==> src/rtl/time_counter_core.sv <==
// -----------------------------------------------------------------------------
// time_counter_core
//   Time-of-day counter for the alarm clock. A prescaler divides the board
//   clock down to a one-second advance. Hours, minutes and seconds are kept in
//   24-hour format. The mode input selects run, load-from-inputs or hold.
//
// Ports
//   CLK100MHZ  in   system clock, all logic on the rising edge
//   rst_n      in   synchronous active-low reset
//   state      in   mode: 0 RUN, 1 LOAD, 2 HOLD, 3..7 behave as RUN
//   inseconds  in   seconds to load (out-of-range loads 0)
//   inminutes  in   minutes to load (out-of-range loads 0)
//   inhours    in   hours to load   (out-of-range loads 0)
//   seconds    out  current seconds 0..59, registered
//   minutes    out  current minutes 0..59, registered
//   hours      out  current hours 0..23, registered
//   sec_tick   out  one-cycle pulse aligned with each new seconds value
//
// Mode table
//   mode | meaning
//   RUN  | prescaler counts, time advances on prescaler wrap
//   LOAD | time taken from inputs, prescaler cleared
//   HOLD | time and prescaler frozen
// -----------------------------------------------------------------------------
module time_counter_core #(
    parameter int unsigned TICKS_PER_SEC = 100000000
) (
    input  logic       CLK100MHZ,
    input  logic       rst_n,
    input  logic [2:0] state,
    input  logic [5:0] inseconds,
    input  logic [5:0] inminutes,
    input  logic [4:0] inhours,
    output logic [5:0] seconds,
    output logic [5:0] minutes,
    output logic [4:0] hours,
    output logic       sec_tick
);

    localparam int unsigned PW = (TICKS_PER_SEC > 1) ? $clog2(TICKS_PER_SEC) : 1;
    localparam logic [PW-1:0] PRESC_MAX = PW'(TICKS_PER_SEC - 1);

    typedef enum logic [1:0] {
        MODE_RUN  = 2'd0,
        MODE_LOAD = 2'd1,
        MODE_HOLD = 2'd2
    } mode_e;

    mode_e         mode;
    logic [PW-1:0] presc_q, presc_d;
    logic [5:0]    sec_q, sec_d;
    logic [5:0]    min_q, min_d;
    logic [4:0]    hr_q, hr_d;
    logic          tick_q, tick_d;

    // Codes 3..7 are folded onto RUN.
    always_comb begin
        case (state)
            3'd1:    mode = MODE_LOAD;
            3'd2:    mode = MODE_HOLD;
            default: mode = MODE_RUN;
        endcase
    end

    always_comb begin
        presc_d = presc_q;
        sec_d   = sec_q;
        min_d   = min_q;
        hr_d    = hr_q;
        tick_d  = 1'b0;

        case (mode)
            MODE_LOAD: begin
                // Each field is validated on its own so one bad field does not
                // discard the others.
                sec_d   = (inseconds > 6'd59) ? 6'd0 : inseconds;
                min_d   = (inminutes > 6'd59) ? 6'd0 : inminutes;
                hr_d    = (inhours   > 5'd23) ? 5'd0 : inhours;
                presc_d = '0;
            end
            MODE_HOLD: begin
            end
            default: begin
                if (presc_q == PRESC_MAX) begin
                    presc_d = '0;
                    tick_d  = 1'b1;
                    if (sec_q == 6'd59) begin
                        sec_d = 6'd0;
                        if (min_q == 6'd59) begin
                            min_d = 6'd0;
                            hr_d  = (hr_q == 5'd23) ? 5'd0 : hr_q + 5'd1;
                        end else begin
                            min_d = min_q + 6'd1;
                        end
                    end else begin
                        sec_d = sec_q + 6'd1;
                    end
                end else begin
                    presc_d = presc_q + 1'b1;
                end
            end
        endcase
    end

    always_ff @(posedge CLK100MHZ) begin
        if (!rst_n) begin
            presc_q <= '0;
            sec_q   <= 6'd0;
            min_q   <= 6'd0;
            hr_q    <= 5'd0;
            tick_q  <= 1'b0;
        end else begin
            presc_q <= presc_d;
            sec_q   <= sec_d;
            min_q   <= min_d;
            hr_q    <= hr_d;
            tick_q  <= tick_d;
        end
    end

    assign seconds  = sec_q;
    assign minutes  = min_q;
    assign hours    = hr_q;
    assign sec_tick = tick_q;

endmodule

==> config.mk <==
export PLATFORM = sky130hd
export DESIGN_NAME = time_counter_core
export DESIGN_NICKNAME = d
export VERILOG_FILES = /design/src/rtl/time_counter_core.sv
export SDC_FILE = /design/constraint.sdc
export NUM_CORES = 1
export LEC_CHECK = 0
export BUFFER_PORTS_ARGS = -buffer_cell sky130_fd_sc_hd__buf_2
export CAP_MARGIN = 20
export CELL_PAD_IN_SITES_DETAIL_PLACEMENT = 0
export CELL_PAD_IN_SITES_GLOBAL_PLACEMENT = 1
export CORE_UTILIZATION = 42
export DETAILED_ROUTE_END_ITERATION = 8
export GPL_TIMING_DRIVEN = 0
export PLACE_DENSITY = 0.82
export RECOVER_POWER = 100
export SETUP_SLACK_MARGIN = 0.1
export SYNTH_ARGS = -nofsm -noshare
export SYNTH_HDL_FRONTEND = slang
export SYNTH_SLANG_ARGS = --single-unit
==> constraint.sdc <==
create_clock -name CLK100MHZ -period 2.15 [get_ports CLK100MHZ]
set_input_delay 0.43 -clock CLK100MHZ [delete_from_list [all_inputs] [get_ports CLK100MHZ]]
set_output_delay 0.43 -clock CLK100MHZ [all_outputs]
set_load 0.05 [all_outputs]
==> flow_metrics.py <==
metrics = {
    "worst_hold_path": {
        "hold_start": "inhours[1]",
        "hold_depth": 5,
        "hold_path.class": "in2reg",
        "whs_endpoint": "hours[1]",
    },
    "setup_path": {
        "rrSetupSlack_ps": 140,
        "cpMaxStageDelayCell": "or4_1",
        "path_cells": "or4_1 > nor4_4 > nand3_2 > and2_1 > o311a_1",
        "end_kind": "flip-flop",
        "reg2reg_to": "seconds[5]",
        "critPathMaxStageDelay_ps": 580,
        "arrival_ps": 2210,
        "required_ps": 2350,
        "r2r-start": "presc_q[17]",
        "cp_max_fo": 6,
        "crit_path_start_kind": "flip-flop",
        "crit_type": "reg2reg",
        "ff2ff_path_depth": 5,
    },
    "cells_and_area": {
        "n_antenna_cell": 0,
        "fin_nets": 369,
        "n_fill_cell": 587,
        "final_util": 0.504,
        "synthToLayoutAreaGrowth_pct": 16.1,
        "final_cells": 418,
        "regArea_um2": 903,
        "drive_above_1_share": 0.163,
        "final_area_mm2": 0.00297,
        "multi_input_area_mm2": 0.00161,
    },
    "logic_synthesis": {
        "synthCells": 298,
        "syn_nets": 324,
        "ys_top_cells_by_area": "dfxtp_1 35%, xor2_1 6.9%, nand2_1 4.6%",
        "avgSynthCellArea_um2": 8.57,
        "synth_ff_type": "dfxtp_1",
        "async_reset_ff_frac": 0,
        "synth-seq-area-share": 0.353,
        "synthTopCellsByCount": "45 x dfxtp_1, 31 x nand2_1, 27 x nor2_1",
        "yosysTopAreaCell": "dfxtp_1",
        "synth_edf_count": 0,
        "yosysWarnings": 0,
        "synth.distinct_cells": 57,
        "syn_area_mm2": 0.00255,
        "synth_seq_cells": 45,
        "yosys.cell_count.top_type": "dfxtp_1",
        "netlist.area_leader.share": 0.353,
    },
    "place": {
        "portBuffers": 38,
        "post_dp_cell_area_mm2": 0.00284,
        "placed_cells": 411,
        "hpwl_um": 4420,
        "place.gp.congestion": 0.810,
    },
    "clock_network": {
        "htreeDepth": 2,
        "cts_buffers": 5,
        "clk_pin_slew_ps": 90,
        "post_cts_buffers": 0,
        "tritoncts": "done",
        "cts-root-buf": "clkbuf_8",
        "clock_latency_ps": 300,
        "cts_sinks": 45,
        "cts_buffer_depth": 2,
        "ctsHoldBuffers": 0,
    },
    "sta": {
        "fin_setup_tns_ps": 0,
        "finalSetupViolations": 0,
        "timing.slew.headroom": 0.503,
        "period_minus_slack_ps": 2010,
        "worst_clock_skew_ps": 12.9,
        "finalHoldViolCount": 0,
        "fmax_mhz": 497,
        "worst_pin_slew_ps": 743,
        "final-max-slew-violation-count": 0,
        "post-route-period-util": 0.935,
        "grt_setup_unrepaired": "yes",
    },
    "power": {
        "power_density_mw_per_mm2": 557,
        "vdd_drop_max_mv": 0.307,
        "p_leak_nw": 1.10,
    },
    "run": {
        "max_cap_violations": 0,
    },
    "route": {
        "via_per_inst": 5.83,
        "postRouteWirelength_um": 6290,
        "antenna_left": 0,
        "remaining_drc_errors": 0,
        "drt-wirelength-per-cell_um": 15.0,
        "drt-initial-drc-count": 169,
        "dr_total_vias": 2437,
        "dr.pass1.iters": 4,
    },
    "grt": {
        "grt_use_total": 0.201,
        "grt_max_degree": 14,
        "grt_pass1_vias": 2189,
        "overflow": 0,
        "antenna_found_initial": 0,
        "grt_pass1_wl_um": 10100,
    },
    "floorplanning": {
        "core-area_mm2": 0.00589,
        "row_count": 28,
        "dieArea_mm2": 0.00640,
        "die_x_um": 80.0,
        "die_h_um": 80.0,
        "ios": 40,
        "start_util": 0.434,
    },
    "outcome": {
        "outcome": "finished, final reports clean",
    },
}
stage by stage:
step | total power [mW] | setup WS, ps | hold slack, ps
final | 1.65 | 140 | 486
after global routing | 1.72 | 61.4 | 503
after CTS | 1.67 | 129 | 488
after floorplan | 0.978 | 164 | 462
after detailed placement | 1.04 | -134 | 487
after global placement | 1.03 | -104 | 477
layout make-up:
type / count / area share
clock inverter: 2 / 0.0118
buffer: 10 / 0.0198
timing repair buffer: 38 / 0.0561
tap: 75 / 0.0316
clock buffer: 5 / 0.0232
multi-input combinational: 236 / 0.544
inverter: 7 / 0.00886
sequential: 45 / 0.305
cell usage in the layout (no fill, tap or decap), drive strengths merged, types with 3 or more instances in the layout:
| cell type | count |
|---|---|
| nor2 | 28 |
| and4 | 4 |
| mux2i | 3 |
| and3 | 9 |
| nor3 | 6 |
| nand2b | 3 |
| o31ai | 3 |
| a21oi | 6 |
| xnor2 | 6 |
| nand4 | 13 |
| a22oi | 7 |
| a211oi | 7 |
| xor2 | 20 |
| a41oi | 4 |
| dfxtp | 45 |
| inv | 7 |
| nand2 | 31 |
| clkbuf | 30 |
| buf | 23 |
| a32o | 3 |
| and2 | 3 |
| nand3 | 25 |
| or2 | 3 |
| o21ai | 8 |
| ha | 4 |
| nor4 | 8 |
| a31oi | 3 |
| nor3b | 6 |
sequential cells by signal, summed over array words and instances (netlist names):
register  cells
minutes       6
seconds       6
hours         5
sec_tick      1
presc_q      27
worst max-delay path by stage:
stage                      from     endpoint  slack [ps]  cells after the start
floorplan            minutes[0]   minutes[2]         160                      6
CTS                 presc_q[17]  presc_q[17]         130                      6
finish              presc_q[17]   seconds[5]         140                      5
detailed placement     state[1]   presc_q[9]        -130                      6
global placement       state[1]   minutes[0]        -100                      6
global route        presc_q[10]   seconds[5]          60                      5
power breakdown:
| part | total, mW | switching [mW] | internal, mW |
|---|---|---|---|
| Sequential | 0.862 | 0.0168 | 0.845 |
| Clock | 0.632 | 0.294 | 0.338 |
| Combinational | 0.159 | 0.103 | 0.0564 |
cell families (layout without fill, tap and decap cells):
group / Yosys count / count (layout) / share of synthesized area
muxes: 3 / 3 / 0.0118
xor gates and xnor gates: 26 / 26 / 0.0891
buffers and inverters: 17 / 62 / 0.0304
and+or+nand+nor: 150 / 150 / 0.337
AOI/OAI and AO/OA: 53 / 53 / 0.159
DFF: 45 / 45 / 0.353
adders and majority gates: 4 / 4 / 0.0196
metal layers:
layer,track usage,part of all wire
met3,0.0411,0.036
met4,0.0554,0.0049
met2,0.356,0.49
met1,0.246,0.47
met5,0,0
critical path: cells and delay by family (launching register included):
family / cells / cell delay [ps]
flip-flops: 1 / 370
AO/OA/AOI/OAI: 1 / 320
AND/OR/NAND/NOR: 4 / 1220
what timing repair did:
action / CTS / global route
endpoints found under the setup margin: 12 / 23
hold endpoints to repair: 0 / 0
gates resized for setup: 3 / 9
Note: power is estimated with default switching activity, not from simulation.
